===== config.mk =====
export PLATFORM = sky130hd
export DESIGN_NAME = div_seq_ctrl_flat
export DESIGN_NICKNAME = d
export VERILOG_FILES = /design/src/rtl/div_seq_ctrl_if.sv /design/src/rtl/div_seq_ctrl.sv /design/src/flat_wrapper.sv
export SDC_FILE = /design/constraint.sdc
export NUM_CORES = 1
export LEC_CHECK = 0
export CAP_MARGIN = 20
export CORE_MARGIN = 2
export CORE_UTILIZATION = 45
export DETAILED_ROUTE_END_ITERATION = 7
export GPL_ROUTABILITY_DRIVEN = 0
export PLACE_DENSITY = 0.7
export RECOVER_POWER = 100
export SLEW_MARGIN = 20
export SYNTH_ARGS = -nofsm -noshare
export SYNTH_HDL_FRONTEND = slang
export SYNTH_SLANG_ARGS = --single-unit

===== constraint.sdc =====
create_clock -name clk_i -period 2.3 [get_ports clk_i]
set_clock_uncertainty 0.15 [all_clocks]
set_input_delay 0.46 -clock clk_i [delete_from_list [all_inputs] [get_ports clk_i]]
set_output_delay 0.46 -clock clk_i [all_outputs]
set_load 0.05 [all_outputs]

===== src/rtl/div_seq_ctrl_if.sv =====
// Request/result and shared add/subtract unit signals of the RV32M divide sequencer.
// The slave modport is the sequencer; the master modport is the core plus adder side.
interface div_seq_ctrl_if #(
  parameter int XLEN = 32
);
  logic            start_i;
  logic [1:0]      op_i;
  logic [XLEN-1:0] rs1_i;
  logic [XLEN-1:0] rs2_i;
  logic            busy_o;
  logic            valid_o;
  logic [XLEN-1:0] result_o;
  logic [XLEN-1:0] as_a_o;
  logic [XLEN-1:0] as_b_o;
  logic            as_cin_o;
  logic [XLEN-1:0] as_result_i;
  logic            as_cout_i;

  modport slave (
    input  start_i, op_i, rs1_i, rs2_i, as_result_i, as_cout_i,
    output busy_o, valid_o, result_o, as_a_o, as_b_o, as_cin_o
  );

  modport master (
    output start_i, op_i, rs1_i, rs2_i, as_result_i, as_cout_i,
    input  busy_o, valid_o, result_o, as_a_o, as_b_o, as_cin_o
  );
endinterface


===== src/rtl/div_seq_ctrl.sv =====
// Fixed-latency DIV/DIVU/REM/REMU sequencer: negate operands, 32 restoring steps,
// fix result signs, all through one external add/subtract unit. Only XLEN=32 is supported.
module div_seq_ctrl #(
  parameter int XLEN = 32
) (
  input  logic            clk_i,
  input  logic            rst_ni,
  div_seq_ctrl_if.slave   bus
);

  typedef enum logic [2:0] {
    IDLE,
    NEG_A,
    NEG_B,
    ITER,
    NEG_Q,
    NEG_R,
    DONE
  } state_t;

  state_t          state;
  state_t          state_next;

  logic            is_rem;
  logic            sa;
  logic            sb;
  logic            dz;
  logic [XLEN-1:0] q;
  logic [XLEN-1:0] d;
  logic [XLEN-1:0] r;
  logic [4:0]      step;
  logic [XLEN-1:0] result;

  logic [XLEN-1:0] trial;
  logic            take;
  logic [XLEN-1:0] as_a;
  logic [XLEN-1:0] as_b;
  logic            as_cin;

  // R[31] set means the shifted-in trial is really 33 bits wide and always exceeds D
  assign trial = {r[XLEN-2:0], q[XLEN-1]};
  assign take  = r[XLEN-1] | ~bus.as_cout_i;

  always_comb begin
    state_next = state;
    as_a       = '0;
    as_b       = '0;
    as_cin     = 1'b0;
    case (state)
      IDLE: begin
        if (bus.start_i) state_next = NEG_A;
      end
      NEG_A: begin
        as_b       = q;
        as_cin     = 1'b1;
        state_next = NEG_B;
      end
      NEG_B: begin
        as_b       = d;
        as_cin     = 1'b1;
        state_next = ITER;
      end
      ITER: begin
        as_a   = trial;
        as_b   = d;
        as_cin = 1'b1;
        if (step == 5'd31) state_next = NEG_Q;
      end
      NEG_Q: begin
        as_b       = q;
        as_cin     = 1'b1;
        state_next = NEG_R;
      end
      NEG_R: begin
        as_b       = r;
        as_cin     = 1'b1;
        state_next = DONE;
      end
      DONE: begin
        state_next = IDLE;
      end
      default: state_next = IDLE;
    endcase
  end

  always_ff @(posedge clk_i or negedge rst_ni) begin
    if (!rst_ni) begin
      state  <= IDLE;
      is_rem <= 1'b0;
      sa     <= 1'b0;
      sb     <= 1'b0;
      dz     <= 1'b0;
      q      <= '0;
      d      <= '0;
      r      <= '0;
      step   <= '0;
      result <= '0;
    end else begin
      state <= state_next;
      case (state)
        IDLE: begin
          if (bus.start_i) begin
            is_rem <= bus.op_i[1];
            sa     <= bus.rs1_i[XLEN-1] & ~bus.op_i[0];
            sb     <= bus.rs2_i[XLEN-1] & ~bus.op_i[0];
            dz     <= (bus.rs2_i == '0);
            q      <= bus.rs1_i;
            d      <= bus.rs2_i;
            r      <= '0;
            step   <= '0;
          end
        end
        NEG_A: begin
          if (sa) q <= bus.as_result_i;
        end
        NEG_B: begin
          if (sb) d <= bus.as_result_i;
        end
        ITER: begin
          r    <= take ? bus.as_result_i : trial;
          q    <= {q[XLEN-2:0], take};
          step <= step + 5'd1;
        end
        NEG_Q: begin
          // a zero divisor keeps the all-ones quotient regardless of operand signs
          if ((sa ^ sb) & ~dz) q <= bus.as_result_i;
        end
        NEG_R: begin
          if (sa) r <= bus.as_result_i;
          result <= is_rem ? (sa ? bus.as_result_i : r) : q;
        end
        default: ;
      endcase
    end
  end

  assign bus.busy_o   = (state != IDLE);
  assign bus.valid_o  = (state == DONE);
  assign bus.result_o = result;
  assign bus.as_a_o   = as_a;
  assign bus.as_b_o   = as_b;
  assign bus.as_cin_o = as_cin;

endmodule


===== src/flat_wrapper.sv =====
// flat-port wrapper written by rule: the top's interface ports become plain ports
module div_seq_ctrl_flat 
#(
  parameter int XLEN = 32
)
  (clk_i, rst_ni, bus_start_i, bus_op_i, bus_rs1_i, bus_rs2_i, bus_as_result_i, bus_as_cout_i, bus_busy_o, bus_valid_o, bus_result_o, bus_as_a_o, bus_as_b_o, bus_as_cin_o);
  div_seq_ctrl_if #(.XLEN(XLEN)) bus_i ();
  input  logic clk_i;
  input  logic rst_ni;
  input wire logic [$bits(bus_i.start_i)-1:0] bus_start_i;
  input wire logic [$bits(bus_i.op_i)-1:0] bus_op_i;
  input wire logic [$bits(bus_i.rs1_i)-1:0] bus_rs1_i;
  input wire logic [$bits(bus_i.rs2_i)-1:0] bus_rs2_i;
  input wire logic [$bits(bus_i.as_result_i)-1:0] bus_as_result_i;
  input wire logic [$bits(bus_i.as_cout_i)-1:0] bus_as_cout_i;
  output wire logic [$bits(bus_i.busy_o)-1:0] bus_busy_o;
  output wire logic [$bits(bus_i.valid_o)-1:0] bus_valid_o;
  output wire logic [$bits(bus_i.result_o)-1:0] bus_result_o;
  output wire logic [$bits(bus_i.as_a_o)-1:0] bus_as_a_o;
  output wire logic [$bits(bus_i.as_b_o)-1:0] bus_as_b_o;
  output wire logic [$bits(bus_i.as_cin_o)-1:0] bus_as_cin_o;
  assign bus_i.start_i = bus_start_i;
  assign bus_i.op_i = bus_op_i;
  assign bus_i.rs1_i = bus_rs1_i;
  assign bus_i.rs2_i = bus_rs2_i;
  assign bus_i.as_result_i = bus_as_result_i;
  assign bus_i.as_cout_i = bus_as_cout_i;
  assign bus_busy_o = bus_i.busy_o;
  assign bus_valid_o = bus_i.valid_o;
  assign bus_result_o = bus_i.result_o;
  assign bus_as_a_o = bus_i.as_a_o;
  assign bus_as_b_o = bus_i.as_b_o;
  assign bus_as_cin_o = bus_i.as_cin_o;
  div_seq_ctrl #(.XLEN(XLEN)) u_core (.clk_i(clk_i), .rst_ni(rst_ni), .bus(bus_i));
endmodule

; ---- Word-level counts from Yosys, hierarchy flattened
; Index checks and enable logic that the tools add are counted.
[totals]
regBits = 140
inputBits = 102
output_inout_bits = 99
[classes]
add_sub_neg = 1
n_eq_ne = 12
muxes = 20
n_bitwise = 8
reduce_logical = 16
[ops]
columns = op, count
row1 = $mux W32, 10
row2 = $pmux W32 S3, 2
row3 = $pmux W32 S4, 1
row4 = $pmux W32 S2, 1
row5 = $logic_not A32 Y1, 1
row6 = $pmux W3 S6, 1
row7 = $pmux W5 S2, 1
row8 = $eq A3 B3 Y1 const B, 3
row9 = $ne A2 B1 Y1 const B, 4
row10 = $reduce_and A2 Y1, 4
row11 = $eq A3 B2 Y1 const B, 2
row12 = $mux W3, 2
row13 = $reduce_bool A3 Y1, 2
row14 = $add A5 B1 Y5 const B, 1
row15 = $eq A5 B5 Y1 const B, 1
row16 = $mux W5, 1
row17 = $reduce_or A5 Y1, 1
row18 = $reduce_and A4 Y1, 1
row19 = $reduce_bool A2 Y1, 2
row20 = $reduce_bool A4 Y1, 1
row21 = $reduce_or A2 Y1, 2
row22 = $and A1 B1 Y1, 3
row23 = $eq A3 B1 Y1 const B, 1
row24 = $logic_not A3 Y1, 1
row25 = other kinds (6), 8

; ---- Logic depth before layout (Yosys ltp)
; Gate-level depths: netlist of run 1.
[depth]
word_depth = 4
mapped_depth = 8
mapped_depth_nobuf = 5

; ---- Worst setup path before layout of run 1
; OpenSTA, ideal clock, no wires.
[synth_path]
path_type = register to output
start = reg u_core.state[2]
end = out bus_as_cin_o
t_arrival_ps = 2140
path_slack_ps = -450
path_stages_with_launch = 6
path_cell_list = dfrtp_1 buf_2 buf_4 buf_2 or3_1 a21boi_1
[synth_between]
elab_chain_len = 3
elab_cells_between_ends = 7
classes_between = eq/ne (5) / mux (1) / reduce/logical (1)
[synth_lines]
columns = element, line
row1 = from (decl), div_seq_ctrl.sv:21  ; state_t state;
row2 = from (signal assigned), div_seq_ctrl.sv:99  ; state <= state_next;
row3 = $eq A3 B2 Y1 (tied with other cells), div_seq_ctrl.sv:49  ; case (state)
row4 = $reduce_or A5 Y1 (no source line) *, -
row5 = $mux W1 *, div_seq_ctrl.sv:49
row6 = to (decl), flat_wrapper.sv:21  ; output wire logic [$bits(bus_i.as_cin_o)-1:0] bus_as_cin_o;
; Every way passes the cells marked *; elsewhere a longest branch is shown, timed or not.

; ---- Worst setup path after layout of run 1
[layout_path]
start = reg u_core.state[2]
end = out bus_as_b_o[0]
[layout_between]
elab_chain_len = 3
elab_cells_between_ends = 8
classes_between = eq/ne (5) / mux (1) / reduce/logical (2)
[layout_lines]
columns = element, line
row1 = $eq A3 B1 Y1 (tied with other cells), div_seq_ctrl.sv:49
row2 = $reduce_or A2 Y1 (no source line), -
row3 = $pmux W32 S3 *, div_seq_ctrl.sv:49
row4 = to (decl), flat_wrapper.sv:20  ; output wire logic [$bits(bus_i.as_b_o)-1:0] bus_as_b_o;
; Marked as above.

==> results of run 1 <==
## worst max-delay path: stages (launching register included)
cell	delay (ns)
dfrtp_4	0.51
buf_6	0.15
nor2b_4	0.15
buf_12	0.13
buf_8	0.13
a21oi_1	0.21
o21ai_2	0.10
buf_12	0.16
## sequential cells by signal (all words and copies together) (netlist names)
name / cells
u_core.is_rem: 1
u_core.sb: 1
u_core.bus.result_o: 32
u_core.dz: 1
u_core.r: 32
u_core.sa: 1
u_core.q: 32
u_core.state: 3
u_core.step: 5
u_core.d: 32
## worst paths after layout
path,startpoint,end,slack (ns),cells after the start
min,u_core.bus.result_o[26]$_DFFE_PN0N_,u_core.bus.result_o[26]$_DFFE_PN0N_,0.33,2
min reg2reg,u_core.bus.result_o[26]$_DFFE_PN0N_,u_core.bus.result_o[26]$_DFFE_PN0N_,0.33,2
min in group asynchronous,rst_ni,u_core.step[3]$_DFFE_PN0P_,0.55,2
max,u_core.state[2]$_DFFE_PN0P_,bus_as_b_o[0],-0.27,7
max reg2reg,u_core.state[2]$_DFFE_PN0P_,u_core.q[26]$_DFFE_PN0P_,-0.21,10
max in group asynchronous,rst_ni,u_core.state[2]$_DFFE_PN0P_,0.35,3
## stage by stage
step	cells	power (mW)	setup slack [ns]
2_1_floorplan	1050	14.80	-0.05429
3_3_place_gp	1469	20.88	-0.05922
3_5_place_dp	1469	21.19	-0.08030
4_1_cts	1526	25.48	-0.2571
5_1_grt	1557	28.22	-0.3026
6_report	1557	27.18	-0.2741
## placed cells by master (no fill, tap or decap), types with 3 or more instances in the layout
cell type	Yosys	layout
o21ai_2	0	19
and3_4	0	32
nand3_1	7	6
o21ai_4	1	14
clkdlybuf4s50_1	0	131
buf_16	0	6
nand2b_1	5	4
mux2i_1	129	126
nor3_1	33	33
mux2_4	30	32
nor2_1	65	65
dfrtp_1	140	135
a311oi_1	31	30
o21a_1	32	32
o21ai_1	100	68
nand2_2	0	4
clkbuf_16	0	27
nand2_4	0	6
buf_6	6	15
dfrtp_2	0	3
bufinv_16	0	4
buf_8	0	4
nand2_1	167	157
mux2i_2	0	3
a21oi_2	0	21
mux2_1	3	3
clkbuf_8	0	4
a21oi_1	34	13
buf_4	7	42
clkinv_2	0	4
o221ai_2	20	31
o21ai_0	64	64
buf_12	0	95
nor4_1	8	8
## what timing repair did
item | CTS | global route
pin swaps | 9 | 10
gates resized for setup | 93 | 51
hold buffers | 1 | 0
gates cloned | 7 | 11
buffers inserted | 18 | 20
setup endpoints to repair | 67 | 103
endpoints found under the hold margin | 32 | 0
## power by group through the flow
stage	Sequential, mW	Clock [mW]	Combinational, mW
after floorplan	4.72	0	10.1
after global placement	4.68	0	16.2
after detailed placement	4.72	0	16.5
after CTS	4.74	3.06	17.7
after global routing	4.98	3.17	20.1
final	4.88	3.07	19.2
## logic make-up (layout without fill, tap and decap cells)
group	after synthesis	after routing	share of synthesized area, %
compound gates	304	304	21.62
flops	140	140	37.50
other cells	0	1	0
fa+ha+maj	2	2	0.2678
simple gates	330	330	15.41
xor+xnor	4	4	0.5358
mux	164	164	19.24
buf+inv	106	342	5.424
## layout make-up
type	instances	area (µm²)
Timing Repair Buffer	307	4224
Fill cell	1367	5500
Inverter	3	11.26
Multi-Input combinational cell	804	6065
Sequential cell	140	3515
Antenna cell	1	2.502
Tap cell	270	337.8
Clock inverter	11	163.9
Clock buffer	21	480.5
## layer usage
| metal | up-vias | global-route usage, % | share of wire [%] |
|---|---|---|---|
| li1 | 4259 | - | - |
| met1 | 4790 | 42.75 | 40 |
| met2 | 644 | 49.42 | 48 |
| met3 | 108 | 5.613 | 9.2 |
| met4 | 0 | 10.05 | 3.1 |
| met5 | - | 0 | 0 |
==> results_dict.tcl, run 1 <==
set metrics [dict create \
    final_hold_viol_count 0 \
    p_per_area_mw_per_mm2 1837 \
    rsz0062_at_grt "yes" \
    ys_seq_elements 140 \
    synth_top_area_share_pct 37.50 \
    final.period_utilization_pct 111.9 \
    postRouteAntennaNets 0 \
    nets 1377 \
    fmax_ghz 0.3885 \
    wl_per_cell_um 23.60 \
    setup_viol 132 \
    worst_ep_arrival_time_ns 1.96 \
    htree_levels 4 \
    sw_frac_of_total_pct 45.45 \
    worst_pin_slew_ns 0.9149 \
    pwr-share-comb_pct 70.8 \
    min_path_type "reg -> reg" \
    wirelength_um 36740 \
    path_clk_slew_ns 0.06 \
    drt_iter0_drc 1139 \
    antenna_found_initial 1 \
    clock_tree.buffer_depth 2 \
    cts_buffers 17 \
    seq_area_frac_synth_pct 37.50 \
    syn_area_per_cell_um2 8.898 \
    violations "negative setup slack" \
    synth_top_cell_by_area "dfrtp_1" \
    drv_slew 0 \
    pwr-share-clk_pct 11.3 \
    yosysUniqueCellTypes 48 \
    end_kind "output pin" \
    dpl_cell_area_mm2 0.01277 \
    fin_area_mm2 0.01480 \
    grtUsageTotal_pct 30.93 \
    dr.pass1.iters 5 \
    syn_inst 1050 \
    p_switching_mw 12.35 \
    rows 52 \
    final_util_pct 72.90 \
    setup_ws_ns -0.2741 \
    dp_hpwl_um 21510 \
    drive_gt1_share_pct 30.48 \
    power_frac_seq_pct 17.9 \
    startpoint_type "register" \
    netlist_area_mm2 0.009343 \
    grt_pass1_wl_um 53040 \
    io_buffer_count 200 \
    peakVddDrop_mv 1.380 \
    crit_required_ns 1.69 \
    leakagePower_nw 6.000 \
    die_width_um 148.1 \
    pin_count 201 \
    ys_warn_count 0 \
    netlist_top_cells_area "dfrtp_1 37%, mux2i_1 14%, nand2_1 6.7%" \
    dieArea_mm2 0.02193 \
    maxSlewHeadroom_pct 39.01 \
    whs_ns 0.3331 \
    die_y_um 148.1 \
    async_flop_share_pct 100.0 \
    synth_edf_count 0 \
    grt_pass1_vias 9283 \
    tns_ns -24.31 \
    cap_violations 0 \
    drc 0 \
    coreArea_mm2 0.02030 \
    viasPerCell 6.295 \
    gr-total-overflow 0 \
    crit_type "reg -> out" \
    clock-root-buffer "clkbuf_16" \
    cts.sinks 140 \
    vias 9801 \
    p_int_mw 14.83 \
    grt_max_degree 58 \
    status "finished, violations left" \
    cts_tree "yes" \
    yosysMostFrequentCell "nand2_1" \
    synth.top_cells.by_count "167 x nand2_1, 140 x dfrtp_1, 129 x mux2i_1" \
    yosys_most_used_dff "dfrtp_1" \
    syn2layout_area_growth_pct 58.40 \
    min_period_ns 2.574 \
    clock_latency_ns 0.44 \
    syn-num-nets 1154 \
    path_max_fanout 5 \
    start_util_pct 46.02 \
]
(Power assumes the default switching activity.)
==> inputs of run 2 (changes only) <==
CAP_MARGIN = unset   (was 20)
clock period = 2.8 ns   (was 2.3 ns; I/O delays follow)
==> results_dict.tcl, run 2 (synthesized netlist as in run 1, its figures left out) <==
set metrics [dict create \
    dp_hpwl_um 21130 \
    power_frac_seq_pct 23.5 \
    n_fill_cell 1823 \
    routed.top_layer "met4" \
    drc 0 \
    sw_frac_of_total_pct 50.59 \
    diodes 0 \
    leakagePower_nw 4.858 \
    clock-root-buffer "clkbuf_16" \
    rsz0062_at_grt "no" \
    peakVddDrop_mv 0.7820 \
    startpoint_type "register" \
    dp_cells 1461 \
    cts_buffers 17 \
    cap_violations 1 \
    layout_common_cells "167 x nand2_1, 136 x dfrtp_1, 129 x mux2i_1, 123 x o21ai_0, 100 x clkdlybuf4s50_1" \
    route.met3.wl_um 2382 \
    drt_iter0_drc 960 \
    pwr-share-clk_pct 13.6 \
    worst_pin_slew_ns 1.595 \
    dieArea_mm2 0.02193 \
    setup_viol 0 \
    status "finished, violations left" \
    grt_max_degree 70 \
    regArea_mm2 0.003513 \
    wl_met1_um 13390 \
    final.period_utilization_pct 97.50 \
    postRouteAntennaNets 0 \
    crit_required_ns 2.09 \
    die_y_um 148.1 \
    clock_tree.buffer_depth 2 \
    tns_ns 0 \
    wirelength_um 31040 \
    final_hold_viol_count 0 \
    cts_tree "yes" \
    multiInputGateArea_mm2 0.005165 \
    final_common_cell "nand2_1" \
    start_util_pct 46.02 \
    syn2layout_area_growth_pct 28.15 \
    grt_pass1_wl_um 49410 \
    clock_latency_ns 0.43 \
    grtUsageTotal_pct 28.48 \
    dr.pass1.iters 5 \
    coreArea_mm2 0.02030 \
    viasPerCell 6.008 \
    cts.sinks 140 \
    dr_wl_met2_um 14570 \
    violations "max-capacitance violations, max-slew violations" \
    drive_gt1_share_pct 13.12 \
    fin_cells 1497 \
    pin_count 201 \
    antenna_found_initial 1 \
    crit_type "reg -> out" \
    wl_per_cell_um 20.74 \
    drv_slew 49 \
    nets 1318 \
    p_per_area_mw_per_mm2 1391 \
    p_switching_mw 8.428 \
    rows 52 \
    path_clk_slew_ns 0.06 \
    worst_ep_arrival_time_ns 2.02 \
    grt_pass1_vias 8934 \
    p_int_mw 8.230 \
    end_kind "output pin" \
    path_max_fanout 28 \
    fmax_ghz 0.3663 \
    maxSlewHeadroom_pct -6.304 \
    vias 8994 \
    pwr-share-comb_pct 63.0 \
    min_path_type "reg -> reg" \
    min_period_ns 2.730 \
    gr-total-overflow 0 \
    die_width_um 148.1 \
    htree_levels 4 \
    io_buffer_count 200 \
]
[run 2: worst paths after layout]
path	startpoint	slack [ns]	cells after the start	to
worst max-delay path	u_core.state[1]$_DFFE_PN0P_	0.07	3	bus_as_b_o[0]
worst min-delay path	u_core.bus.result_o[29]$_DFFE_PN0N_	0.33	2	u_core.bus.result_o[29]$_DFFE_PN0N_
worst max register to register	u_core.state[2]$_DFFE_PN0P_	0.17	6	u_core.d[0]$_DFFE_PN0P_
worst min register to register	u_core.bus.result_o[29]$_DFFE_PN0N_	0.33	2	u_core.bus.result_o[29]$_DFFE_PN0N_
max in group asynchronous	rst_ni	0.56	3	u_core.d[22]$_DFFE_PN0P_
min in group asynchronous	rst_ni	0.78	2	u_core.d[28]$_DFFE_PN0P_
[run 2: repair_timing]
action,in CTS,in global routing
endpoints found under the hold margin,38,0
setup buffers,0,3
gates resized for setup,4,2
hold buffers,1,0
endpoints found under the setup margin,6,20
pin swaps,0,0
[run 2: critical path, stage by stage (launching register included)]
cell	delay, ns
dfrtp_4	0.50
clkbuf_2	0.42
o21ai_0	0.48
buf_12	0.19
[run 2: layout make-up]
type	count	area share (%)
clock buffers	26	4.086
clock inverters	6	0.7211
inverters	3	0.1359
multi-input cells	804	43.14
flip-flops and latches	140	29.34
well taps	270	2.822
repair buffers	248	19.75
[run 2: power by group through the flow]
stage                     registers [mW]  logic, mW  clock network, mW
after global routing                4.01       11.2               2.36
after detailed placement            3.90       13.0                  0
after global placement              3.86       12.8                  0
after floorplan                     3.88       7.98                  0
final                               3.91       10.5               2.26
after CTS                           3.88       13.1               2.28
[run 2: per-layer routing]
layer,up-vias,GRT usage (%)
met5,-,0
met3,60,5.337
met2,471,45.23
met4,0,9.810
met1,4326,39.30
li1,4137,-
[run 2: per-stage QoR]
| step | hold WS, ns | area, µm² | utilization, % | power, mW | setup slack [ns] |
|---|---|---|---|---|---|
| 2_1_floorplan | 0.1144 | 9346 | - | 11.86 | 0.09968 |
| 3_3_place_gp | 0.3128 | 12370 | 60.93 | 16.68 | 0.2613 |
| 3_5_place_dp | 0.3233 | 12370 | 60.93 | 16.90 | 0.2042 |
| 4_1_cts | 0.3347 | 12960 | 63.86 | 19.23 | 0.03559 |
| 5_1_grt | 0.3482 | 11970 | 58.98 | 17.61 | 0.03370 |
| 6_report | 0.3281 | 11970 | 58.98 | 16.66 | 0.06988 |
